`config.mk`:
```
export PLATFORM = sky130hd
export DESIGN_NAME = npu_conv_win_rd_seq
export DESIGN_NICKNAME = d
export VERILOG_FILES = /design/src/rtl/npu_conv_win_rd_seq.sv
export SDC_FILE = /design/constraint.sdc
export NUM_CORES = 1
export LEC_CHECK = 0
export CAP_MARGIN = 10
export CORE_UTILIZATION = 30
export DETAILED_ROUTE_END_ITERATION = 8
export PLACE_DENSITY = 0.55
export SLEW_MARGIN = 20
export SYNTH_ARGS = -nofsm -noshare
export SYNTH_HDL_FRONTEND = slang
export SYNTH_SLANG_ARGS = --single-unit
```
`constraint.sdc`:
```
create_clock -name clk -period 3.8 [get_ports clk]
set_input_delay 0.38 -clock clk [delete_from_list [all_inputs] [get_ports clk]]
set_output_delay 0.38 -clock clk [all_outputs]
set_load 0.02 [all_outputs]
```
`src/rtl/npu_conv_win_rd_seq.sv`:
```
// Read sequencer for the shared image/activation read port: walks every 3x3 tap of every
// output pixel and channel, issuing reads or pad bypasses, and flags beats aligned with read data.
`ifndef LOG2_ACT_ADDR_WIDTH
`define LOG2_ACT_ADDR_WIDTH 12
`endif

module npu_conv_win_rd_seq #(
  parameter int RD_LAT = 2
) (
  input  logic                            clk,
  input  logic                            resetn,
  input  logic                            start,
  input  logic                            src_rgb,
  input  logic [`LOG2_ACT_ADDR_WIDTH-1:0] base_addr,
  input  logic [6:0]                      img_w,
  input  logic [6:0]                      img_h,
  input  logic [5:0]                      num_ch,
  input  logic                            hold,
  output logic                            hw_rgb_mem_rd,
  output logic                            hw_act_mem_rd,
  output logic                            hw_act_mem_rd_bypass,
  output logic [`LOG2_ACT_ADDR_WIDTH-1:0] rd_addr,
  output logic                            beat_valid,
  output logic                            beat_last_ch,
  output logic                            beat_last_px,
  output logic                            busy,
  output logic                            done
);

  localparam int AW = `LOG2_ACT_ADDR_WIDTH;

  typedef enum logic [1:0] {IDLE, RUN, DRAIN, DONE} state_t;
  state_t state_reg, state_next;

  // Latched layer configuration
  logic          src_rgb_reg;
  logic [6:0]    w_reg, h_reg;
  logic [5:0]    c_reg;
  logic [AW-1:0] plane_reg;

  // Loop counters and running address offsets
  logic [1:0]    kx_reg, kx_next, ky_reg, ky_next;
  logic [5:0]    ch_reg, ch_next;
  logic [6:0]    ox_reg, ox_next, oy_reg, oy_next;
  logic [AW-1:0] tap_addr_reg, tap_addr_next;
  logic [AW-1:0] chan_addr_reg, chan_addr_next;
  logic [AW-1:0] pix_addr_reg, pix_addr_next;
  logic [AW-1:0] addr_hold_reg;

  logic [RD_LAT-1:0] vld_sr_reg, vld_sr_next;
  logic [RD_LAT-1:0] lch_sr_reg, lch_sr_next;
  logic [RD_LAT-1:0] lpx_sr_reg, lpx_sr_next;

  logic          dims_ok, issue, pad, tap_last, ch_last, px_last, accept;
  logic [AW-1:0] w_ext;
  logic [13:0]   plane_full;

  assign dims_ok    = (img_w != 7'd0) && (img_h != 7'd0) && (num_ch != 6'd0);
  assign accept     = (state_reg == IDLE) && start;
  assign plane_full = 14'(img_w) * 14'(img_h);
  assign w_ext      = AW'(w_reg);

  assign issue = (state_reg == RUN) && !hold;

  // A tap is padding when it falls one row/column outside the image
  assign pad = ((ky_reg == 2'd0) && (oy_reg == 7'd0))
            || ((ky_reg == 2'd2) && (oy_reg == h_reg - 7'd1))
            || ((kx_reg == 2'd0) && (ox_reg == 7'd0))
            || ((kx_reg == 2'd2) && (ox_reg == w_reg - 7'd1));

  assign tap_last = (kx_reg == 2'd2) && (ky_reg == 2'd2);
  assign ch_last  = tap_last && (ch_reg == c_reg - 6'd1);
  assign px_last  = ch_last && (ox_reg == w_reg - 7'd1) && (oy_reg == h_reg - 7'd1);

  assign hw_rgb_mem_rd        = issue && !pad && src_rgb_reg;
  assign hw_act_mem_rd        = issue && !pad && !src_rgb_reg;
  assign hw_act_mem_rd_bypass = issue && pad;
  assign rd_addr              = (issue && !pad) ? tap_addr_reg : addr_hold_reg;

  assign beat_valid   = vld_sr_reg[RD_LAT-1];
  assign beat_last_ch = lch_sr_reg[RD_LAT-1];
  assign beat_last_px = lpx_sr_reg[RD_LAT-1];
  assign busy         = (state_reg != IDLE);
  assign done         = (state_reg == DONE);

  always_ff @(posedge clk or negedge resetn) begin
    if (!resetn) state_reg <= IDLE;
    else         state_reg <= state_next;
  end

  always_comb begin
    state_next = state_reg;
    case (state_reg)
      IDLE:    if (start) state_next = dims_ok ? RUN : DONE;
      RUN:     if (issue && px_last) state_next = DRAIN;
      DRAIN:   if (vld_sr_reg[RD_LAT-1] && lpx_sr_reg[RD_LAT-1]) state_next = DONE;
      DONE:    state_next = IDLE;
      default: state_next = IDLE;
    endcase
  end

  // tap_addr tracks base + (c*H + oy+ky-1)*W + ox+kx-1 modulo 2^AW, pads included
  always_comb begin
    kx_next        = kx_reg;
    ky_next        = ky_reg;
    ch_next        = ch_reg;
    ox_next        = ox_reg;
    oy_next        = oy_reg;
    tap_addr_next  = tap_addr_reg;
    chan_addr_next = chan_addr_reg;
    pix_addr_next  = pix_addr_reg;
    if (accept) begin
      kx_next        = 2'd0;
      ky_next        = 2'd0;
      ch_next        = 6'd0;
      ox_next        = 7'd0;
      oy_next        = 7'd0;
      pix_addr_next  = base_addr;
      chan_addr_next = base_addr;
      tap_addr_next  = base_addr - AW'(img_w) - AW'(1);
    end else if (issue) begin
      if (kx_reg != 2'd2) begin
        kx_next       = kx_reg + 2'd1;
        tap_addr_next = tap_addr_reg + AW'(1);
      end else if (ky_reg != 2'd2) begin
        kx_next       = 2'd0;
        ky_next       = ky_reg + 2'd1;
        tap_addr_next = tap_addr_reg + w_ext - AW'(2);
      end else begin
        kx_next = 2'd0;
        ky_next = 2'd0;
        if (ch_reg != c_reg - 6'd1) begin
          ch_next        = ch_reg + 6'd1;
          chan_addr_next = chan_addr_reg + plane_reg;
          tap_addr_next  = chan_addr_reg + plane_reg - w_ext - AW'(1);
        end else begin
          // Row-major pixel order makes the channel-0 center simply advance by one
          ch_next        = 6'd0;
          pix_addr_next  = pix_addr_reg + AW'(1);
          chan_addr_next = pix_addr_reg + AW'(1);
          tap_addr_next  = pix_addr_reg - w_ext;
          if (ox_reg != w_reg - 7'd1) begin
            ox_next = ox_reg + 7'd1;
          end else begin
            ox_next = 7'd0;
            oy_next = oy_reg + 7'd1;
          end
        end
      end
    end
  end

  always_comb begin
    vld_sr_next = RD_LAT'({vld_sr_reg, issue});
    lch_sr_next = RD_LAT'({lch_sr_reg, issue && ch_last});
    lpx_sr_next = RD_LAT'({lpx_sr_reg, issue && px_last});
  end

  always_ff @(posedge clk or negedge resetn) begin
    if (!resetn) begin
      src_rgb_reg   <= 1'b0;
      w_reg         <= '0;
      h_reg         <= '0;
      c_reg         <= '0;
      plane_reg     <= '0;
      kx_reg        <= '0;
      ky_reg        <= '0;
      ch_reg        <= '0;
      ox_reg        <= '0;
      oy_reg        <= '0;
      tap_addr_reg  <= '0;
      chan_addr_reg <= '0;
      pix_addr_reg  <= '0;
      addr_hold_reg <= '0;
      vld_sr_reg    <= '0;
      lch_sr_reg    <= '0;
      lpx_sr_reg    <= '0;
    end else begin
      if (accept) begin
        src_rgb_reg <= src_rgb;
        w_reg       <= img_w;
        h_reg       <= img_h;
        c_reg       <= num_ch;
        plane_reg   <= AW'(plane_full);
      end
      if (issue && !pad) addr_hold_reg <= tap_addr_reg;
      kx_reg        <= kx_next;
      ky_reg        <= ky_next;
      ch_reg        <= ch_next;
      ox_reg        <= ox_next;
      oy_reg        <= oy_next;
      tap_addr_reg  <= tap_addr_next;
      chan_addr_reg <= chan_addr_next;
      pix_addr_reg  <= pix_addr_next;
      vld_sr_reg    <= vld_sr_next;
      lch_sr_reg    <= lch_sr_next;
      lpx_sr_reg    <= lpx_sr_next;
    end
  end

endmodule

```
==> impl_results.md <==
* Fmax at 274 MHz
* Final Setup Violations at 0
* Power density over the cells at 902 nW/µm²
* DR WL met2 at 12400 µm
* Detailed Routing Iterations Pass 1 at 5
* Number of DRC markers in iteration 0 at 569
* Worst hold slack at 0.352 ns
* Num ports at 57
* Starting Density at 30.9%
* Largest cells by area after synthesis: dfrtp_1 29%, ha_1 12%, fa_1 5.7%
* Setup TNS at 0 ns
* Post-DP Area at 11200 µm²
* Final hold violations at 0
* Psw at 4.99 mW
* Leakage power at 5.53 nW
* WS Path Type: in2reg
* Die height at 183 µm
* Grt ovf at 0
* First-pass GRT wire length at 43300 µm
* Combinational power share at 64.4%
* Internal Pwr Total at 5.79 mW
* GP Congestion at 0.873
* Critical R2R Capture: tap_addr_reg[11]
* Area of the multi-input gates at 6590 µm²
* Die area at 33500 µm²
* Worst path cell trace: dlygate4sd2_1, buf_4, and2_1, fa_1, ha_1, ha_1, fa_1, ha_1, a21o_1, a21oi_2, o21bai_4, a21oi_2, o21bai_1, a21oi_2, xor2_1, o21ai_1
* Worst VDD drop at 0.463 mV
* Yosys cell types at 69
* Total power at 10.8 mW
* Post-synth ARST share at 100%
* Cells after DPL at 1657
* Syn Inst Count at 1153
* Hold path startpoint: lch_sr_reg[0]
* Highest metal used: met4
* Clock latency on the worst-skew pair at 0.43 ns
* Register area at 2830 µm²
* Crit-path slowest cell: fa_1
* Slew HR at 46.8%
* Std-Cell Rows at 65
* Most frequent cell after synthesis: nand2_1
* Core area at 31900 µm²
* Nets@finish at 1403
* RSZ-0062 raised after global routing: false
* Avg Synthesized Cell Area at 8.54 µm²
* Post-DP HPWL at 21100 µm
* Hold Crit Class: reg2reg
* Wire per inst at 16.0 µm
* Max-slew violations at 0
* Post-Synthesis Cell Area at 9840 µm²
* Fillers at 3264
* Largest net degree at the start of global routing at 73
* Vias per cell at 4.98
* Crit-path max FO at 3
* Post-route cell area at 12000 µm²
* Commonest cells in the netlist: 148 x nand2_1, 113 x dfrtp_1, 93 x ha_1, 92 x inv_1, 83 x a21oi_1
* Hold EP: lch_sr_reg[1]
* Clock sink count at 113
* Final WL at 27100 µm
* Top FF cell, synth: dfrtp_1
* Hold depth at 0
* Post-Layout Cell Count at 1693
* Crit path DAT at 3.94 ns
* Clock Power Share at 16.2%
* Startpoint Class: input port
* Register area share after synthesis at 28.7%
* Vias in the first global route at 8247
* Detailed-route DRC error count at 0
* CTS Root Cell: clkbuf_16
* CP bufs+invs at 2
* Worst EP required at 4.09 ns
* Largest area contributor in the netlist: dfrtp_1
* Clock period minus worst slack at 3.65 ns
* Number of antenna violations at the first check in global routing at 0
* CP peak stage delay at 0.48 ns
* Worst Max-Slew Pin Slew at 0.788 ns
* TritonCTS buffer count at 17
* Synth warnings at 0
* Die Wd at 183 µm
* All-Layer GR Usage at 16.7%
* Area growth syn-to-layout at 21.4%
* Worst R2R Setup Slack at 0.23 ns
* Clock Tree Buf Depth at 2
* Layout Utilization at 37.5%
* Top-area cell type share of the netlist area at 28.7%
* DP Worst Slack at -0.574 ns
* Critical Path End Type: flip-flop
* Sw Ratio at 46.3%
* CTS tree: yes
* Met3 WL post-DR at 1220 µm
* Final clock skew at 0.00954 ns
* IO buf count at 56
* Synthesized flop and latch total at 113
* Post-synth EDFFs at 0
* M1 wire length at 12800 µm
* Status: finished clean
* Worst Setup Slack, final at 0.146 ns
* Seq pwr share at 19.5%
* Synthesized net count at 1311
* ANT cells at 0
* Layout cells sized above 1 at 11.1%
* CP delay by family, top: adder cells
* Worst r2r path cells at 15
* Vias at 8430
* Htree depth at 4
* Remaining antenna violation count at 0
* RR Startpoint: plane_reg[0]
* Total of max-cap violations at 0
* Period utilisation layout at 96.2%
* Clk slew on worst S/H paths at 0.06 ns
## timing repair
item | 4_1_cts | 5_1_grt
gates resized for setup | 27 | 23
pin swaps | 6 | 11
setup endpoints to repair | 17 | 7
hold buffers | 1 | 0
endpoints found under the hold margin | 41 | 0
buffers inserted | 3 | 0
## worst max-delay path by stage
stage              from            end  slack (ns)  depth (start not counted)
3_3_place_gp   img_w[3]  plane_reg[10]       -0.55                         18
4_1_cts        img_h[6]  plane_reg[11]        0.01                         16
5_1_grt        w_reg[0]     rd_addr[2]      0.0001                         12
2_1_floorplan  img_w[5]  plane_reg[10]        0.05                         18
3_5_place_dp   img_w[3]  plane_reg[10]       -0.57                         18
6_report       img_w[2]  plane_reg[10]        0.15                         16
## metal layers
layer	up-vias	GRT usage [%]
met5	-	0
met4	0	5.70
met3	41	3.10
met2	182	27.2
met1	4025	22.2
li1	4182	-
## worst register-to-register path, stage by stage, from the launching register on
cell	delay, ns
dfrtp_1	0.39
ha_1	0.25
fa_1	0.41
a21oi_1	0.25
o21ai_0	0.14
a21oi_1	0.20
xnor2_1	0.21
ha_1	0.29
a21oi_1	0.19
nand2_1	0.07
o21ai_1	0.22
nand2_1	0.09
nor2_1	0.20
and4_1	0.20
o21ai_0	0.10
a41o_1	0.25
## power by group through the flow
stage,registers [mW],logic (mW),clock network (mW)
2_1_floorplan,1.96,5.19,0
3_3_place_gp,2.11,6.72,0
3_5_place_dp,2.12,6.79,0
4_1_cts,2.10,6.86,1.78
5_1_grt,2.17,7.79,1.82
6_report,2.10,6.94,1.74
## area by class of cell
| class | instances | area share, % |
|---|---|---|
| tap | 435 | 4.55 |
| sequential | 113 | 23.7 |
| multi-input combinational | 904 | 55.1 |
| timing repair buffer | 116 | 8.41 |
| clock buffer | 21 | 4.02 |
| clock inverter | 11 | 1.28 |
| inverter | 93 | 2.94 |
## cells by family (layout without fill, tap and decap cells)
| logic type | Yosys count | count (layout) | share of synthesized area, % |
|---|---|---|---|
| adders and majority gates | 121 | 121 | 17.5 |
| muxes | 21 | 21 | 2.62 |
| and+or+nand+nor | 388 | 388 | 18.9 |
| AOI/OAI and AO/OA | 263 | 263 | 16.8 |
| xor gates and xnor gates | 111 | 111 | 10.0 |
| DFF | 113 | 113 | 28.7 |
| buffers and inverters | 136 | 241 | 5.44 |
## layout by cell type (no fill, tap or decap), types with 9 or more instances in the layout
master           count
nand2_1            147
dfrtp_1            113
ha_1                90
inv_1               89
a21oi_1             79
o21ai_0             70
nor2_1              68
xnor2_1             64
buf_4               57
xor2_1              46
and2_1              36
nor3_1              31
clkdlybuf4s50_1     29
fa_1                28
nand3_1             23
dlygate4sd2_1       18
clkbuf_16           17
a21o_1              13
a211oi_1            13
a31oi_1             12
and3_1              12
nand2b_1            10
or3_1               10
nand4_1              9
o211ai_1             9
(Power assumes the default switching activity.)
